File: src/rtl/inst_fetch.sv
// Instruction fetch stage: one outstanding imem request, one-entry skid buffer for downstream stalls.
// Optional PC redirect support (with DROP state) is enabled by defining INST_FETCH_REDIRECT_EN.
module inst_fetch #(
    parameter logic [31:0] RESET_PC = 32'h0000_0000
) (
    input  logic        clk,
    input  logic        rst_n,
    output logic        imem_req,
    output logic [31:0] imem_addr,
    input  logic        imem_ack,
    input  logic [31:0] imem_rdata,
    input  logic        stall,
`ifdef INST_FETCH_REDIRECT_EN
    input  logic        redirect_valid,
    input  logic [31:0] redirect_pc,
`endif
    output logic [31:0] if_inst,
    output logic [31:0] if_pc,
    output logic        if_valid
);

    localparam logic [31:0] NOP = 32'h0000_0013;

`ifdef INST_FETCH_REDIRECT_EN
    typedef enum logic [1:0] {IDLE, REQ, HOLD, DROP} state_t;
`else
    typedef enum logic [1:0] {IDLE, REQ, HOLD} state_t;
`endif

    state_t      state;
    logic [31:0] pc;
    logic [31:0] skid_inst;
    logic [31:0] skid_pc;
`ifdef INST_FETCH_REDIRECT_EN
    logic [31:0] pending_pc;
    logic [31:0] redirect_target;

    assign redirect_target = redirect_pc & ~32'h0000_0003;
`endif

    // The address bus always shows pc; in DROP pc still holds the abandoned address.
    assign imem_addr = pc;

    always_ff @(posedge clk or negedge rst_n) begin
        if (!rst_n) begin
            state     <= IDLE;
            pc        <= RESET_PC;
            imem_req  <= 1'b0;
            if_inst   <= NOP;
            if_pc     <= 32'h0000_0000;
            if_valid  <= 1'b0;
            skid_inst <= 32'h0000_0000;
            skid_pc   <= 32'h0000_0000;
`ifdef INST_FETCH_REDIRECT_EN
            pending_pc <= 32'h0000_0000;
`endif
        end else begin
`ifdef INST_FETCH_REDIRECT_EN
            if (redirect_valid) begin
                if_valid <= 1'b0;
                if_inst  <= NOP;
                imem_req <= 1'b1;
                // An unanswered request cannot be cancelled, so park the target until it returns.
                if ((state == REQ || state == DROP) && !imem_ack) begin
                    pending_pc <= redirect_target;
                    state      <= DROP;
                end else begin
                    pc    <= redirect_target;
                    state <= REQ;
                end
            end else
`endif
            case (state)
                IDLE: begin
                    state    <= REQ;
                    imem_req <= 1'b1;
                end
                REQ: begin
                    if (imem_ack) begin
                        pc <= pc + 32'd4;
                        if (stall) begin
                            skid_inst <= imem_rdata;
                            skid_pc   <= pc;
                            state     <= HOLD;
                            imem_req  <= 1'b0;
                        end else begin
                            if_inst  <= imem_rdata;
                            if_pc    <= pc;
                            if_valid <= 1'b1;
                        end
                    end else if (!stall) begin
                        if_inst  <= NOP;
                        if_valid <= 1'b0;
                    end
                end
                HOLD: begin
                    if (!stall) begin
                        if_inst  <= skid_inst;
                        if_pc    <= skid_pc;
                        if_valid <= 1'b1;
                        state    <= REQ;
                        imem_req <= 1'b1;
                    end
                end
`ifdef INST_FETCH_REDIRECT_EN
                DROP: begin
                    if (imem_ack) begin
                        pc    <= pending_pc;
                        state <= REQ;
                    end
                end
`endif
                default: begin
                    state    <= IDLE;
                    imem_req <= 1'b0;
                end
            endcase
        end
    end

endmodule

File: config.mk
export PLATFORM = sky130hd
export DESIGN_NAME = inst_fetch
export DESIGN_NICKNAME = d
export VERILOG_FILES = /design/src/rtl/inst_fetch.sv
export SDC_FILE = /design/constraint.sdc
export NUM_CORES = 1
export LEC_CHECK = 0
export BUFFER_PORTS_ARGS = -buffer_cell sky130_fd_sc_hd__buf_2
export CAP_MARGIN = 20
export CORE_ASPECT_RATIO = 0.6
export CORE_UTILIZATION = 55
export CTS_CLUSTER_DIAMETER = 100
export DETAILED_ROUTE_END_ITERATION = 10
export PLACE_DENSITY = 0.79
export SLEW_MARGIN = 20
export SYNTH_ARGS = -nofsm -noshare
export SYNTH_HDL_FRONTEND = slang
export SYNTH_SLANG_ARGS = --single-unit
File: constraint.sdc
create_clock -name clk -period 1.9 [get_ports clk]
set_input_delay 0.095 -clock clk [delete_from_list [all_inputs] [get_ports clk]]
set_output_delay 0.095 -clock clk [all_outputs]
set_load 0.1 [all_outputs]
### After elaboration in Yosys (flattened, before gate mapping)

Index checks and enable logic that the tools add are counted.

* bits in registers: 164
* input port bits: 36
* output and inout port bits: 98
* word-level logic and storage cells: 45

* add/subtract/negate cells: 1
* eq/ne operators: 7
* multiplexer cells: 21
* reduce and logical (&&, ||, !) cells: 8

Operator list (number)
* $mux 32: 7
* $pmux 32 s2: 2
* $add 32x3->32 const B: 1
* $reduce_and 3->1: 3
* $ne 2x2->1 const B: 4
* $mux 1: 6
* $mux 2: 3
* $pmux 2 s3: 1
* $reduce_and 2->1: 2
* $reduce_and 4->1: 1
* $ne 3x3->1 const B: 1
* $pmux 1 s3: 1
* $eq 2x1->1 const B: 1
* $eq 2x2->1 const B: 1
* $logic_not 2->1: 1
* $pmux 1 s2: 1
* $reduce_bool 2->1: 1

### Logic depth before layout (Yosys ltp)

* depth after elaboration: 3
* gate-level depth with buffers: 7
* depth with buffers taken out: 5

### Worst setup path before layout

OpenSTA, ideal clock, no wires.

* path type: flip-flop to flip-flop
* start point: reg pc[2], in the netlist imem_addr[2]
* end point: reg pc[20], in the netlist imem_addr[20]
* data arrival time: 2263 ps
* slack: -523 ps
* stages on the path, launching flop included: 6
* clock period less this slack: 2423 ps
* cell sequence: dfrtp_1 -> ha_1 -> and4b_1 -> and4_1 -> or4b_1 -> xnor2_1

* longest elaborated chain between the ends: 1

Ends and longest elaborated chain
* from (decl): line 31 `logic [31:0] pc;`
* from (signal assigned): line 80 `pc <= pc + 32'd4;`
* $add 32x3->32: line 80

No other way between the ends.
A chain may end at the register's enable or synchronous reset.

### Worst setup path after layout

* start point: reg pc[3], in the netlist imem_addr[3]
* end point: reg pc[20], in the netlist imem_addr[20]

The elaborated chain is that of the path after synthesis.

==> results.yml <==
pwr:
  power_switching_share: 0.477
  seq_power_share: 0.347
  power-per-cell-area_mw_per_mm2: 1560
  internal_power_mw: 6.99
  power_leakage_nw: 4.05
  power.switching_mw: 6.37
  combPwrFrac: 0.406
  irDropWorstVdd_mv: 1.71
  clock_power_share: 0.247
synth:
  dominantRegCellSynth: "sky130_fd_sc_hd__dfrtp_1"
  synth_mux_area_frac: 0.104
  yosys_register_bits: 157
  synthSimpleGateAreaFrac: 0.156
  async_flop_share: 1.00
  synth_xor_area_frac: 0.0378
  synth_compound_area_frac: 0.0832
  sequential_share_of_the_synthesized_area: 0.585
  yosys_warnings: 0
  synthesis.instances: 617
  synth_top_family_by_area: "simple AND/OR/NAND/NOR gates"
  synth_enable_flop_cells: 0
  synth_area_per_cell_um2: 10.9
  synth.area.top_cells: "sky130_fd_sc_hd__dfrtp_1 (57%), sky130_fd_sc_hd__mux2_2 (10%), sky130_fd_sc_hd__nand2_1 (5.6%)"
  yosysTopAreaCellShare: 0.573
  synthesis.area_mm2: 0.00672
  yosys.area_share.adder: 0.00186
  netlist-cell-type-count: 35
  synth.largest_area_cell: "sky130_fd_sc_hd__dfrtp_1"
route:
  vias_per_cell: 5.49
  route.antenna.remaining_nets: 0
  post_drt_wl_per_cell_um: 16.9
  route.final.wire_length_um: 15900
  dr.first_iter.drc_count: 291
  detailroute.via_count: 5186
  drt-pass1-iter-count: 5
  drc_errors: 0
grt:
  grt_start_max_net_pins: 69
  initial_antenna_violation_count: 0
  gr-total-overflow: 0
  wire_length_of_the_first_global_routing_pass_um: 25900
  global_route_usage_sum: 0.271
  first_global_vias: 5070
clocking:
  max-clock-path-buffers: 2
  deepest_level_of_the_cts_h_tree: 4
  root_buffer: "sky130_fd_sc_hd__clkbuf_16"
  clock_buffers_created_by_tritoncts: 17
  insertion_delay_ns: 0.42
  clk_pin_slew_worst_paths_ns: 0.06
  numClockSinks: 157
  tritoncts_clock_tree: "done"
cells_and_area:
  final_nets: 809
  finish.instance_area_mm2: 0.00858
  final_layout_size_suffix_gt1_frac: 0.350
  num_antenna_cells: 0
  layout.cells.non_filler: 945
  area_delta_synth_final_pct: 27.6
sta:
  achievable-frequency_mhz: 547
  post_route_clock_skew_ns: 0.00867
  final-setup-viol-count: 0
  slew_headroom: 0.664
  timing.final.hold_violations: 0
  final.min_clock_period_ns: 1.83
  rsz_0062_raised_after_global_routing: "false"
  setup_tns_ns: 0
  worst_pin_slew_ns: 0.500
  min_period_over_period: 0.962
  report.final.slew_viol_count: 0
place:
  place_area_mm2: 0.00766
  numPortBuffers: 129
  dp.cells: 880
  gp_routability_congestion: 0.793
  dp_wirelength_um: 10300
status:
  outcome: "finished, final reports clean"
floorplanning:
  num_io_pins: 134
  dieWidth_um: 145
  floorplan.die.height_um: 87.6
  initial_core_util: 0.580
  number_of_placement_rows: 30
  core_area_mm2: 0.0116
  die_area_mm2: 0.0127
critical_path:
  setup.reg_to_reg.worst_slack_ns: 0.07
  r2r_end: "imem_addr[20]"
  setup.worst_path.start: "imem_addr[3]"
  worst-endpoint-arrival_ns: 2.16
  worstSetupEndpoint: "imem_addr[20]"
  reg2reg_depth: 5
  cp.required_ns: 2.23
  setup.worst_path.class: "reg2reg"
  rr_startpoint: "imem_addr[3]"
  setup.worst_path.start_class: "register"
  path_max_fanout: 6
  end_kind: "register"
job:
  maxCapViolCount: 0
min_path:
  hold_path.class: "in2reg"
==> per-stage QoR <==
| stage | hold slack, ns | power, mW | setup WS (ns) | utilization |
|---|---|---|---|---|
| floorplan | -0.201 | 9.04 | -0.0560 | - |
| global placement | 0.0481 | 9.90 | 0.0827 | 0.660 |
| detailed placement | 0.0616 | 10.1 | 0.0502 | 0.660 |
| CTS | 0.0108 | 13.4 | 0.0285 | 0.739 |
| global route | 0.0242 | 13.9 | 0.0166 | 0.739 |
| finish | 0.0208 | 13.4 | 0.0717 | 0.739 |
==> critical path, cell delays in order (launching register included) <==
cell                      delay, ns
sky130_fd_sc_hd__dfrtp_4       0.47
sky130_fd_sc_hd__ha_4          0.14
sky130_fd_sc_hd__and4b_1       0.23
sky130_fd_sc_hd__and4_4        0.24
sky130_fd_sc_hd__or4b_4        0.47
sky130_fd_sc_hd__xnor2_1       0.18
==> cells by family after synthesis <==
logic type	count (synthesis)
flip-flops	157
adder cells (fa/ha/maj)	1
buffers and inverters	47
AND/OR/NAND/NOR	219
multiplexers	62
other	1
AO/OA/AOI/OAI	101
XOR/XNOR	29
==> per-layer routing <==
layer  vias to the layer above  global-route usage  wire (µm)
li1                       2446                   -          -
met1                      2582               0.386       7510
met2                       142               0.417       7580
met3                        16              0.0580        671
met4                         0              0.0900        166
met5                         -                   0          0
==> timing repair <==
action,4_1_cts,5_1_grt
gates resized for setup,0,3
hold endpoints to repair,76,0
buffers inserted,0,0
endpoints found under the setup margin,0,9
hold buffers,33,0
==> power groups by stage <==
stage          clock (mW)  sequential (mW)  combinational, mW
5_1_grt              3.47             4.72               5.66
2_1_floorplan           0             8.03               1.01
3_5_place_dp            0             4.67               5.38
3_3_place_gp            0             4.61               5.29
4_1_cts              3.34             4.63               5.44
6_report             3.30             4.64               5.43
==> worst min-delay path by stage <==
stage               cells after the start  slack (ns)  start          end
floorplan                               0       -0.20  rst_n  if_inst[10]
global placement                        1        0.05  rst_n  skid_pc[11]
detailed placement                      1        0.06  rst_n  skid_pc[11]
CTS                                     2        0.01  stall     state[1]
global route                            2        0.02  stall     state[1]
finish                                  2        0.02  stall     state[1]
==> cell type report <==
type,count,area (µm²)
inverter,1,3.75
clock inverter,13,135
multi-input combinational,416,2630
tap,160,200
fill,819,3020
timing repair buffer,179,1190
clock buffer,19,443
sequential,157,3970
==> sequential cells by signal (all words and copies together), names as in the netlist <==
register and flops:
if_pc 30, if_valid 1, skid_pc 30, state 2, if_inst 32, imem_addr 30
skid_inst 32
==> synthesized netlist by cell type, drive strengths merged, types with 2 or more instances <==
cell and number:
buf 21, mux2 62, a21oi 31, dfrtp 154, a21o 2, xor2 4, nand2b 3, nor2 37
nor4 2, nand3b 4, and3 33, a31oi 30, o21ai 35, clkbuf 25, nand2 101, and2 4
dfstp 3, and4 4, nand3 13, xnor2 25, nand4 14
==> cells in the final DEF, fill, tap and decap left out, types with 2 or more instances in the layout <==
cell                            Yosys  layout
sky130_fd_sc_hd__dlygate4sd3_1      0      33
sky130_fd_sc_hd__a21o_1             2       2
sky130_fd_sc_hd__xnor2_1           25      25
sky130_fd_sc_hd__o21ai_0           35      35
sky130_fd_sc_hd__a21oi_1           30      30
sky130_fd_sc_hd__nand3b_1           3       3
sky130_fd_sc_hd__buf_6              0       2
sky130_fd_sc_hd__dfrtp_1          154     131
sky130_fd_sc_hd__dfrtp_2            0      18
sky130_fd_sc_hd__nor2_1            37      37
sky130_fd_sc_hd__nand3_1           13      13
sky130_fd_sc_hd__conb_1             1       4
sky130_fd_sc_hd__inv_6              0       2
sky130_fd_sc_hd__clkbuf_16          0      17
sky130_fd_sc_hd__dfrtp_4            0       5
sky130_fd_sc_hd__buf_2             16     128
sky130_fd_sc_hd__buf_12             0       6
sky130_fd_sc_hd__and2_1             4       4
sky130_fd_sc_hd__buf_4              5      10
sky130_fd_sc_hd__and3_1            33      33
sky130_fd_sc_hd__nand2b_1           3       2
sky130_fd_sc_hd__nand4_1           14      14
sky130_fd_sc_hd__mux2_2            62      62
sky130_fd_sc_hd__a31oi_1           30      30
sky130_fd_sc_hd__dfstp_2            3       3
sky130_fd_sc_hd__and4_1             4       3
sky130_fd_sc_hd__clkinv_4           0       7
sky130_fd_sc_hd__nand2_1          101     100
sky130_fd_sc_hd__clkinvlp_4         0       2
sky130_fd_sc_hd__xor2_1             4       4
(Power assumes the default switching activity.)
